==> config.mk <==
export PLATFORM = sky130hd
export DESIGN_NAME = comm_recv
export DESIGN_NICKNAME = d
export VERILOG_FILES = /design/src/rtl/comm_recv.sv
export SDC_FILE = /design/constraint.sdc
export NUM_CORES = 1
export LEC_CHECK = 0
export CAP_MARGIN = 20
export CORE_ASPECT_RATIO = 1.4
export CORE_MARGIN = 3
export CORE_UTILIZATION = 40
export DETAILED_ROUTE_END_ITERATION = 8
export PLACE_DENSITY = 0.66
export SLEW_MARGIN = 20
export SYNTH_ARGS = -nofsm -noshare
export SYNTH_HDL_FRONTEND = slang
export SYNTH_SLANG_ARGS = --single-unit
==> constraint.sdc <==
create_clock -name clk -period 7.3 [get_ports clk]
set_clock_uncertainty 0.2 [all_clocks]
set_input_delay 1.46 -clock clk [delete_from_list [all_inputs] [get_ports clk]]
set_output_delay 1.46 -clock clk [all_outputs]
set_load 0.03 [all_outputs]
==> src/rtl/comm_recv.sv <==
// Symbol-stream frame receiver: collects 32 DATA nibbles after an SOF into a
// 128-bit word and offers it to a downstream FIFO, counting words lost to a full FIFO.
module comm_recv #(
    parameter int TIMEOUT = 64
) (
    input  logic         clk,
    input  logic         rst_n,
    input  logic         rx_valid,
    input  logic [5:0]   rx_sym,
    input  logic         full,
    output logic         wr_en,
    output logic [127:0] dout,
    output logic         busy,
    output logic         frame_err,
    output logic [7:0]   drop_cnt
);

    localparam int GW = $clog2(TIMEOUT + 1);

    typedef enum logic [1:0] {
        ST_IDLE,
        ST_RECV,
        ST_WRITE
    } state_t;

    state_t        state, state_nxt;
    logic [4:0]    nib_idx, nib_nxt;
    logic [GW-1:0] gap_cnt, gap_nxt;
    logic [GW-1:0] gap_inc;
    logic          err_nxt;
    logic          store;
    logic          is_sof, is_data, is_abort;

    assign is_sof   = rx_valid && (rx_sym[5:4] == 2'b11);
    assign is_data  = rx_valid && (rx_sym[5:4] == 2'b01);
    assign is_abort = rx_valid && (rx_sym[5:4] == 2'b10);
    assign gap_inc  = gap_cnt + GW'(1);

    assign wr_en = (state == ST_WRITE) && !full;
    assign busy  = (state != ST_IDLE);

    always_comb begin
        state_nxt = state;
        nib_nxt   = nib_idx;
        gap_nxt   = gap_cnt;
        err_nxt   = 1'b0;
        store     = 1'b0;
        case (state)
            ST_IDLE: begin
                if (is_sof) begin
                    state_nxt = ST_RECV;
                    nib_nxt   = 5'd0;
                    gap_nxt   = '0;
                end
            end
            ST_RECV: begin
                if (is_sof) begin
                    nib_nxt = 5'd0;
                    gap_nxt = '0;
                    err_nxt = 1'b1;
                end else if (is_abort) begin
                    state_nxt = ST_IDLE;
                    err_nxt   = 1'b1;
                end else if (is_data) begin
                    // A DATA symbol always beats a coinciding timeout.
                    store   = 1'b1;
                    gap_nxt = '0;
                    if (nib_idx == 5'd31) begin
                        state_nxt = ST_WRITE;
                        nib_nxt   = 5'd0;
                    end else begin
                        nib_nxt = nib_idx + 5'd1;
                    end
                end else if (gap_inc == GW'(TIMEOUT)) begin
                    state_nxt = ST_IDLE;
                    gap_nxt   = '0;
                    err_nxt   = 1'b1;
                end else begin
                    gap_nxt = gap_inc;
                end
            end
            ST_WRITE: begin
                state_nxt = ST_IDLE;
            end
            default: begin
                state_nxt = ST_IDLE;
            end
        endcase
    end

    always_ff @(posedge clk or negedge rst_n) begin
        if (!rst_n) begin
            state     <= ST_IDLE;
            nib_idx   <= 5'd0;
            gap_cnt   <= '0;
            frame_err <= 1'b0;
            dout      <= '0;
            drop_cnt  <= 8'd0;
        end else begin
            state     <= state_nxt;
            nib_idx   <= nib_nxt;
            gap_cnt   <= gap_nxt;
            frame_err <= err_nxt;
            if (store) begin
                dout[{nib_idx, 2'b00} +: 4] <= rx_sym[3:0];
            end
            if ((state == ST_WRITE) && full && (drop_cnt != 8'hFF)) begin
                drop_cnt <= drop_cnt + 8'd1;
            end
        end
    end

endmodule

==> results.txt <==
The flow ran to the end, and the final reports show no timing, DRC or antenna violations. The number of cell instances on the worst register-to-register path came out at 6. The net count after synthesis is about 530.

The global route total overflow came out at 0. The overall die area is approximately 18000 um^2. The H-tree was split into 4 levels. Final hold analysis gives a worst-case slack of ~0.3 ns. Of the synthesized area, sequential elements account for 0.560.

The number of antenna violations at the first check in global routing is 1. The tree built by TritonCTS fans out to around 150 sinks. The floorplan step set the die height to 160 um. The power density of the placed cells came out at approximately 280 nW/um^2. For this configuration, the core starts out at a cell density of 0.412.

Counting along the longest clock path gives a buffer depth of 2. The total iterations of the first detailed-routing run is 4. At the placement stage, the worst setup path has a slack of between 2 and 3 ns. The synthesized design contains approximately 150 register bits. The leading register cell type out of synthesis is sky130_fd_sc_hd__dfrtp_1. The post-synthesis async set-or-reset flop share is 1.00. The final critical path time including I/O delays and setup is 4.41 ns. The total routing usage reported by global routing came out at 0.190.

The total negative slack for setup checks is 0 ns. The capturing element type of the critical path is an output pin. The placed wire-length estimate after detailed placement is 12300 um. The number of cells on the worst hold path came out at 1.

Relative to the synthesized area, the layout overhead comes to 32.8%. The post-CTS setup-driven buffer insertion count is 0. The via-per-instance ratio came out at 5.33.

The synthesized netlist cell count is 507. The worst setup path is of the in -> out kind. The library cells used most frequently in the layout, excluding fill and tap cells, are sky130_fd_sc_hd__dfrtp_1, sky130_fd_sc_hd__clkdlybuf4s50_1, sky130_fd_sc_hd__mux2_2.

The slew of the pin with the lowest slew margin is 0.970 ns. Summed over all cells, the static leakage comes to 4.07 nW. The count of endpoints failing hold in the final timing report came out at 0. The routability congestion estimate from global placement came out at 0.818.

The largest net degree at the start of global routing is 81. Dividing the final minimum period by the clock period gives 0.605. The number of global-route vias before repair came out at 4947.

The count of vias placed by the detailed router came out at 4588. The number of max-cap violations is 0. The share of cells above drive strength 1 is 0.291. The count of final max-slew check failures came out at 0.

The area of the mapped netlist came out at between 6000 and 7000 um^2. The distinct cell type count of the synthesized netlist came out at 59. The remaining routing DRC violations came out at 0. The number of buffers added by the clock tree synthesis step is 17. The root buffer cell chosen for the clock tree is sky130_fd_sc_hd__clkbuf_16. The headroom to the max-slew limit is 0.353. The net count of the finished layout is 665. The highest net fanout along the worst path came out at 2. The average wire per standard cell is 19.9 um. The library cell used most frequently in the layout, excluding fill and tap cells, is sky130_fd_sc_hd__dfrtp_1. The total setup violations reported at the end of the flow is 0. The remaining number of nets flagged by the antenna check after routing is 0. The floorplan step defined a core boundary enclosing 16400 um^2. Setup repair after global routing left no endpoint under its margin. At the worst endpoint, the required time is 5.64 ns. The clock-pin slew reported for the worst setup and hold paths after clock tree synthesis is 0.06 ns. The number of buffers added on ports came out at ~150.

The total of warnings raised by yosys came out at 0. The total design power is 0.00252 W. Wires add up to 17100 um. For this block, the initial DRC count from the detailed router was 153. The TritonCTS clock tree is done.

The hold buffer count at CTS came out at 0. Dividing the synthesized area by the synthesized cell count gives 13.3 um^2. Counting flops with a built-in enable in the synthesized netlist gives 0. The worst setup slack after layout is 2.89 ns. The tightest min-delay check is of the reg -> reg type. The boundary pin count came out at 149.

The peak supply drop came out at 0.153 mV. The first-pass GRT wire length came out at 27300 um. Static timing analysis puts the maximum clock frequency at approximately 230 MHz.

The standard-cell row count is 55. Clock latency on the worst-skew pair, taken at its later pin, is 0.42 ns. The number of instances resized during post-cts repair came out at 0. The die is 116 um wide. The launching element type of the critical path is an input pin. Data arrives at the worst endpoint at approximately 2.8 ns.
==> power by group <==
group | switching [W] | total, W | internal [W]
Clock | 0.000354 | 0.000855 | 0.000502
Sequential | 0.0000820 | 0.00100 | 0.000921
Combinational | 0.000400 | 0.000661 | 0.000261
Total | 0.000836 | 0.00252 | 0.00168
==> state kept, by name (all words and copies together) (netlist names) <==
signal,flops
drop_cnt,8
state,2
frame_err,1
gap_cnt,7
dout,128
nib_idx,5
==> worst paths after layout <==
path | endpoint | slack (ns) | from
min | drop_cnt[7]$_DFFE_PN0P_ | 0.29 | drop_cnt[7]$_DFFE_PN0P_
min reg2reg | drop_cnt[7]$_DFFE_PN0P_ | 0.29 | drop_cnt[7]$_DFFE_PN0P_
max reg2reg | dout[120]$_DFFE_PN0P_ | 4.08 | nib_idx[0]$_DFFE_PN0P_
max in group asynchronous | dout[39]$_DFFE_PN0P_ | 4.59 | rst_n
min in group asynchronous | drop_cnt[3]$_DFFE_PN0P_ | 0.85 | rst_n
max | wr_en | 2.89 | full
==> area by class of cell <==
cell class	instances	area, um^2
inverters	7	26.3
clock buffers	20	467
clock inverters	12	115
well taps	199	249
repair buffers	149	1490
flip-flops and latches	151	3780
diodes	1	2.50
multi-input cells	321	2840
fillers	1419	7410
==> Yosys cell counts (2+ instances only) <==
| cell type | n | share of area |
|---|---|---|
| sky130_fd_sc_hd__nand3_1 | 9 | 0.0067 |
| sky130_fd_sc_hd__nor3b_1 | 5 | 0.0056 |
| sky130_fd_sc_hd__or2_2 | 4 | 0.0037 |
| sky130_fd_sc_hd__o21bai_1 | 2 | 0.0022 |
| sky130_fd_sc_hd__o21a_1 | 3 | 0.0033 |
| sky130_fd_sc_hd__a22oi_1 | 2 | 0.0022 |
| sky130_fd_sc_hd__nand2_1 | 24 | 0.013 |
| sky130_fd_sc_hd__a21oi_1 | 2 | 0.0015 |
| sky130_fd_sc_hd__and3_1 | 7 | 0.0065 |
| sky130_fd_sc_hd__ha_1 | 8 | 0.015 |
| sky130_fd_sc_hd__nand4b_1 | 2 | 0.0026 |
| sky130_fd_sc_hd__and4_1 | 5 | 0.0065 |
| sky130_fd_sc_hd__mux2_2 | 127 | 0.21 |
| sky130_fd_sc_hd__o21ai_1 | 3 | 0.0022 |
| sky130_fd_sc_hd__dfrtp_1 | 151 | 0.56 |
| sky130_fd_sc_hd__nor4b_1 | 2 | 0.0026 |
| sky130_fd_sc_hd__clkbuf_1 | 21 | 0.012 |
| sky130_fd_sc_hd__nor4_1 | 3 | 0.0028 |
| sky130_fd_sc_hd__and2_1 | 7 | 0.0065 |
| sky130_fd_sc_hd__xnor2_1 | 7 | 0.0091 |
| sky130_fd_sc_hd__nand2b_1 | 6 | 0.0056 |
| sky130_fd_sc_hd__nand4_1 | 11 | 0.010 |
| sky130_fd_sc_hd__a21o_1 | 3 | 0.0033 |
| sky130_fd_sc_hd__xor2_1 | 4 | 0.0052 |
| sky130_fd_sc_hd__o22ai_1 | 2 | 0.0019 |
| sky130_fd_sc_hd__o21ai_2 | 2 | 0.0026 |
| sky130_fd_sc_hd__buf_2 | 5 | 0.0037 |
| sky130_fd_sc_hd__a21oi_2 | 7 | 0.0091 |
| sky130_fd_sc_hd__o211ai_1 | 2 | 0.0022 |
| sky130_fd_sc_hd__nor2_1 | 11 | 0.0061 |
| sky130_fd_sc_hd__o21ai_0 | 12 | 0.0089 |
| sky130_fd_sc_hd__inv_1 | 7 | 0.0039 |
| sky130_fd_sc_hd__a21oi_4 | 5 | 0.012 |
| sky130_fd_sc_hd__a22o_1 | 6 | 0.0078 |
| sky130_fd_sc_hd__nor3_1 | 6 | 0.0044 |
==> routing by layer <==
metal / wire length (um) / GRT usage
met5: 0 / 0
met3: 649 / 0.0462
met2: 9470 / 0.338
met4: 272 / 0.0607
met1: 6720 / 0.221
==> metrics by stage <==
stage	utilization	cells	cell area, um^2
after global placement	0.511	827	8370
after global routing	0.547	860	8960
after detailed placement	0.511	827	8370
final	0.547	860	8960
after floorplan	-	507	6750
after CTS	0.547	859	8950
==> logic make-up after synthesis <==
family,count (synthesis),share of synthesized area
DFF,151,0.560
muxes,128,0.214
and+or+nand+nor,113,0.0981
AOI/OAI and AO/OA,61,0.0779
buffers and inverters,35,0.0215
xor gates and xnor gates,11,0.0143
adders and majority gates,8,0.0148
==> critical path: stages <==
cell,delay (ns)
sky130_fd_sc_hd__clkdlybuf4s50_1,0.42
sky130_fd_sc_hd__nor3b_1,0.18
sky130_fd_sc_hd__clkdlybuf4s50_1,0.69
Power figures use the tool's default switching activity.
==> variant, RTL diff (same flow settings) <==
Set the parameter `TIMEOUT` to 128 (it was 64).
--- a/src/rtl/comm_recv.sv
+++ b/src/rtl/comm_recv.sv
@@ -1,7 +1,7 @@
 // Symbol-stream frame receiver: collects 32 DATA nibbles after an SOF into a
 // 128-bit word and offers it to a downstream FIFO, counting words lost to a full FIFO.
 module comm_recv #(
-    parameter int TIMEOUT = 64
+    parameter int TIMEOUT = 128
 ) (
     input  logic         clk,
     input  logic         rst_n,
Formal check against the unedited RTL: no difference found for any inputs over 4 cycles, from zero or initial values and one cycle with rst_n low; that may be too few to reach the edited logic, so the function may still have changed.
==> variant against the original RTL <==
Fmax is 0.35% lower. Area after synthesis decreased by 1.2%. Register-to-register slack gained 0.23 ns. Wire length decreased by 2.0%. Hold slack gained 0.0041 ns. Worst setup slack got worse by 0.016 ns. Critical path depth stayed put. Sequential cell count increased by 1. Cell area shrank 0.20%. Highest routed layer unchanged.
Power is not compared: it rests on default switching activity, and its combinational part moved more than twofold at a synthesized area within 25%.
==> variant: results (changes against the original RTL) <==
The largest registers in the layout are dout: 128 flops, drop_cnt: 8 flops, gap_cnt: 8 flops. The worst-case register-to-register setup slack is 4.31 ns (+0.23 ns). The startpoint identified for the worst hold timing path is drop_cnt[5]. The register clock-pin slew on the reported worst setup and hold paths was 0.06 ns (about the same). Number of buffers added by the clock tree synthesis step: 17 (unchanged). Share of flip-flops with an asynchronous set or reset after synthesis: 100.0% (unchanged).

The tools report the net count reported at finish as 684 (+2.9%). The biggest cell delay along the critical path was 0.70 ns; the last weighted congestion value of the routability-driven placer was 0.7886 (-3.6%). For the via count of the first global-routing pass, the log shows 5,129 (+3.7%). Among all flip-flop cells after synthesis, the most frequent one is sky130_fd_sc_hd__dfrtp_1. The path with the worst hold slack has its endpoint at drop_cnt[5]. The transition at the pin with the smallest max-transition slack was 0.9433 ns (-0.02691 ns); the buffer levels on the longest clock path was 2 (unchanged). The logs give 16,760 um (-2.0%) for the routed wire length and 0 (unchanged) for the buffers inserted during post-CTS setup optimization.

Length in cells of the worst reg-to-reg path: 5 (-1). The data arrival time of the worst path is 2.77 ns (+0.02 ns), and the number of H-tree levels is 4 (unchanged). The half-perimeter wire length after detailed placement is 12,340 um (about the same), and the pre-CTS setup slack is 2.899 ns (+0.0001600 ns).

For the number of antenna violations at the first check in global routing, the log shows 0 (-1). The net count of the mapped netlist came out at 528 (+0.57%). The global-route total usage across every layer is 19.51% (+0.53 points). Fraction of final layout cells with drive strength greater than 1: 25.48% (-3.6 points). The path class of the lowest-slack min-delay path is flop to flop. The number of stages on the worst hold path is 1 (unchanged), and the number of distinct library cells after synthesis is 49 (-17%). The count of port buffers added during placement came out at 148 (unchanged). The flow ran to the end, and the final reports show no timing, DRC or antenna violations.

The logs give 223 (+46%) for the violation count after the first detailed-routing iteration and 4,661 (+1.6%) for the number of vias after detailed routing. The placement-stage cell area was 8354 um^2 (-0.18%); the tightest hold margin was 0.2978 ns (+0.004100 ns). In the post-synthesis netlist, the biggest area contributors are sky130_fd_sc_hd__dfrtp_1 (57%), sky130_fd_sc_hd__mux2_2 (21%), sky130_fd_sc_hd__and2_1 (2.3%), sky130_fd_sc_hd__nand2_1 (2.3%), sky130_fd_sc_hd__ha_1 (1.5%).

By count the netlist is led by sky130_fd_sc_hd__dfrtp_1 (152), sky130_fd_sc_hd__mux2_2 (127), sky130_fd_sc_hd__nand2_1 (40). For the maximum number of pins on one net before global-route repair, the log shows 79 (-2.5%). The endpoint identified for the worst register-to-register timing path is dout[110]. The first-pass GRT wire length was 27,820 um (+2.1%); the maximum fanout encountered on the critical timing path was 2 (unchanged). The run gives 0 (-1) as the final antenna diode count. The tools report the sequential element share of the synthesized area as 57.07% (+1.1 points).
## variant: per-stage QoR
| stage | std cells | utilization [%] |
|---|---|---|
| after CTS | 878 | 55.08 |
| after floorplan | 510 | - |
| after global routing | 878 | 55.08 |
| after detailed placement | 846 | 51.44 |
| after global placement | 846 | 51.44 |
| final | 878 | 55.08 |
## variant: cell families after synthesis
group           Yosys count  share of synthesized area [%]
compound gates           43                          4.787
xor+xnor                 14                          1.840
mux                     129                          21.78
fa+ha+maj                 8                          1.502
buf+inv                  19                          1.145
simple gates            145                          11.88
flops                   152                          57.07
## variant: per-layer routing
layer / track usage (%) / vias up / share of wire [%]
li1: - / 2133 / -
met4: 7.475 / 0 / 2.6
met2: 33.96 / 141 / 54
met1: 22.21 / 2354 / 38
met5: 0 / - / 0
met3: 5.604 / 33 / 5.7
## variant: how the worst max path moves through the flow
stage | start | endpoint | slack [ns] | cells past startpoint
finish | full | wr_en | 2.87 | 3
global route | full | wr_en | 2.79 | 3
CTS | full | wr_en | 2.88 | 3
detailed placement | full | wr_en | 2.90 | 3
global placement | full | wr_en | 2.92 | 3
floorplan | full | wr_en | 3.53 | 1
## variant: where the power goes
group	switching [uW]	total, uW	internal, uW
Sequential	27.3	891	864
Combinational	185	276	90.8
Clock	370	882	511
## variant: worst register-to-register path, cell delays in order, from the launching register on
cell and delay (ns):
sky130_fd_sc_hd__dfrtp_1 0.67, sky130_fd_sc_hd__inv_1 0.19, sky130_fd_sc_hd__ha_1 0.32, sky130_fd_sc_hd__o31ai_1 0.79, sky130_fd_sc_hd__and2_1 0.35, sky130_fd_sc_hd__mux2_2 0.36
## variant: final cells by class
cell class	count	area, um^2
clock inverters	15	166.4
inverters	7	26.28
fillers	1361	7295
clock buffers	17	425.4
multi-input cells	339	2785
flip-flops and latches	152	3804
well taps	199	249.0
repair buffers	149	1490
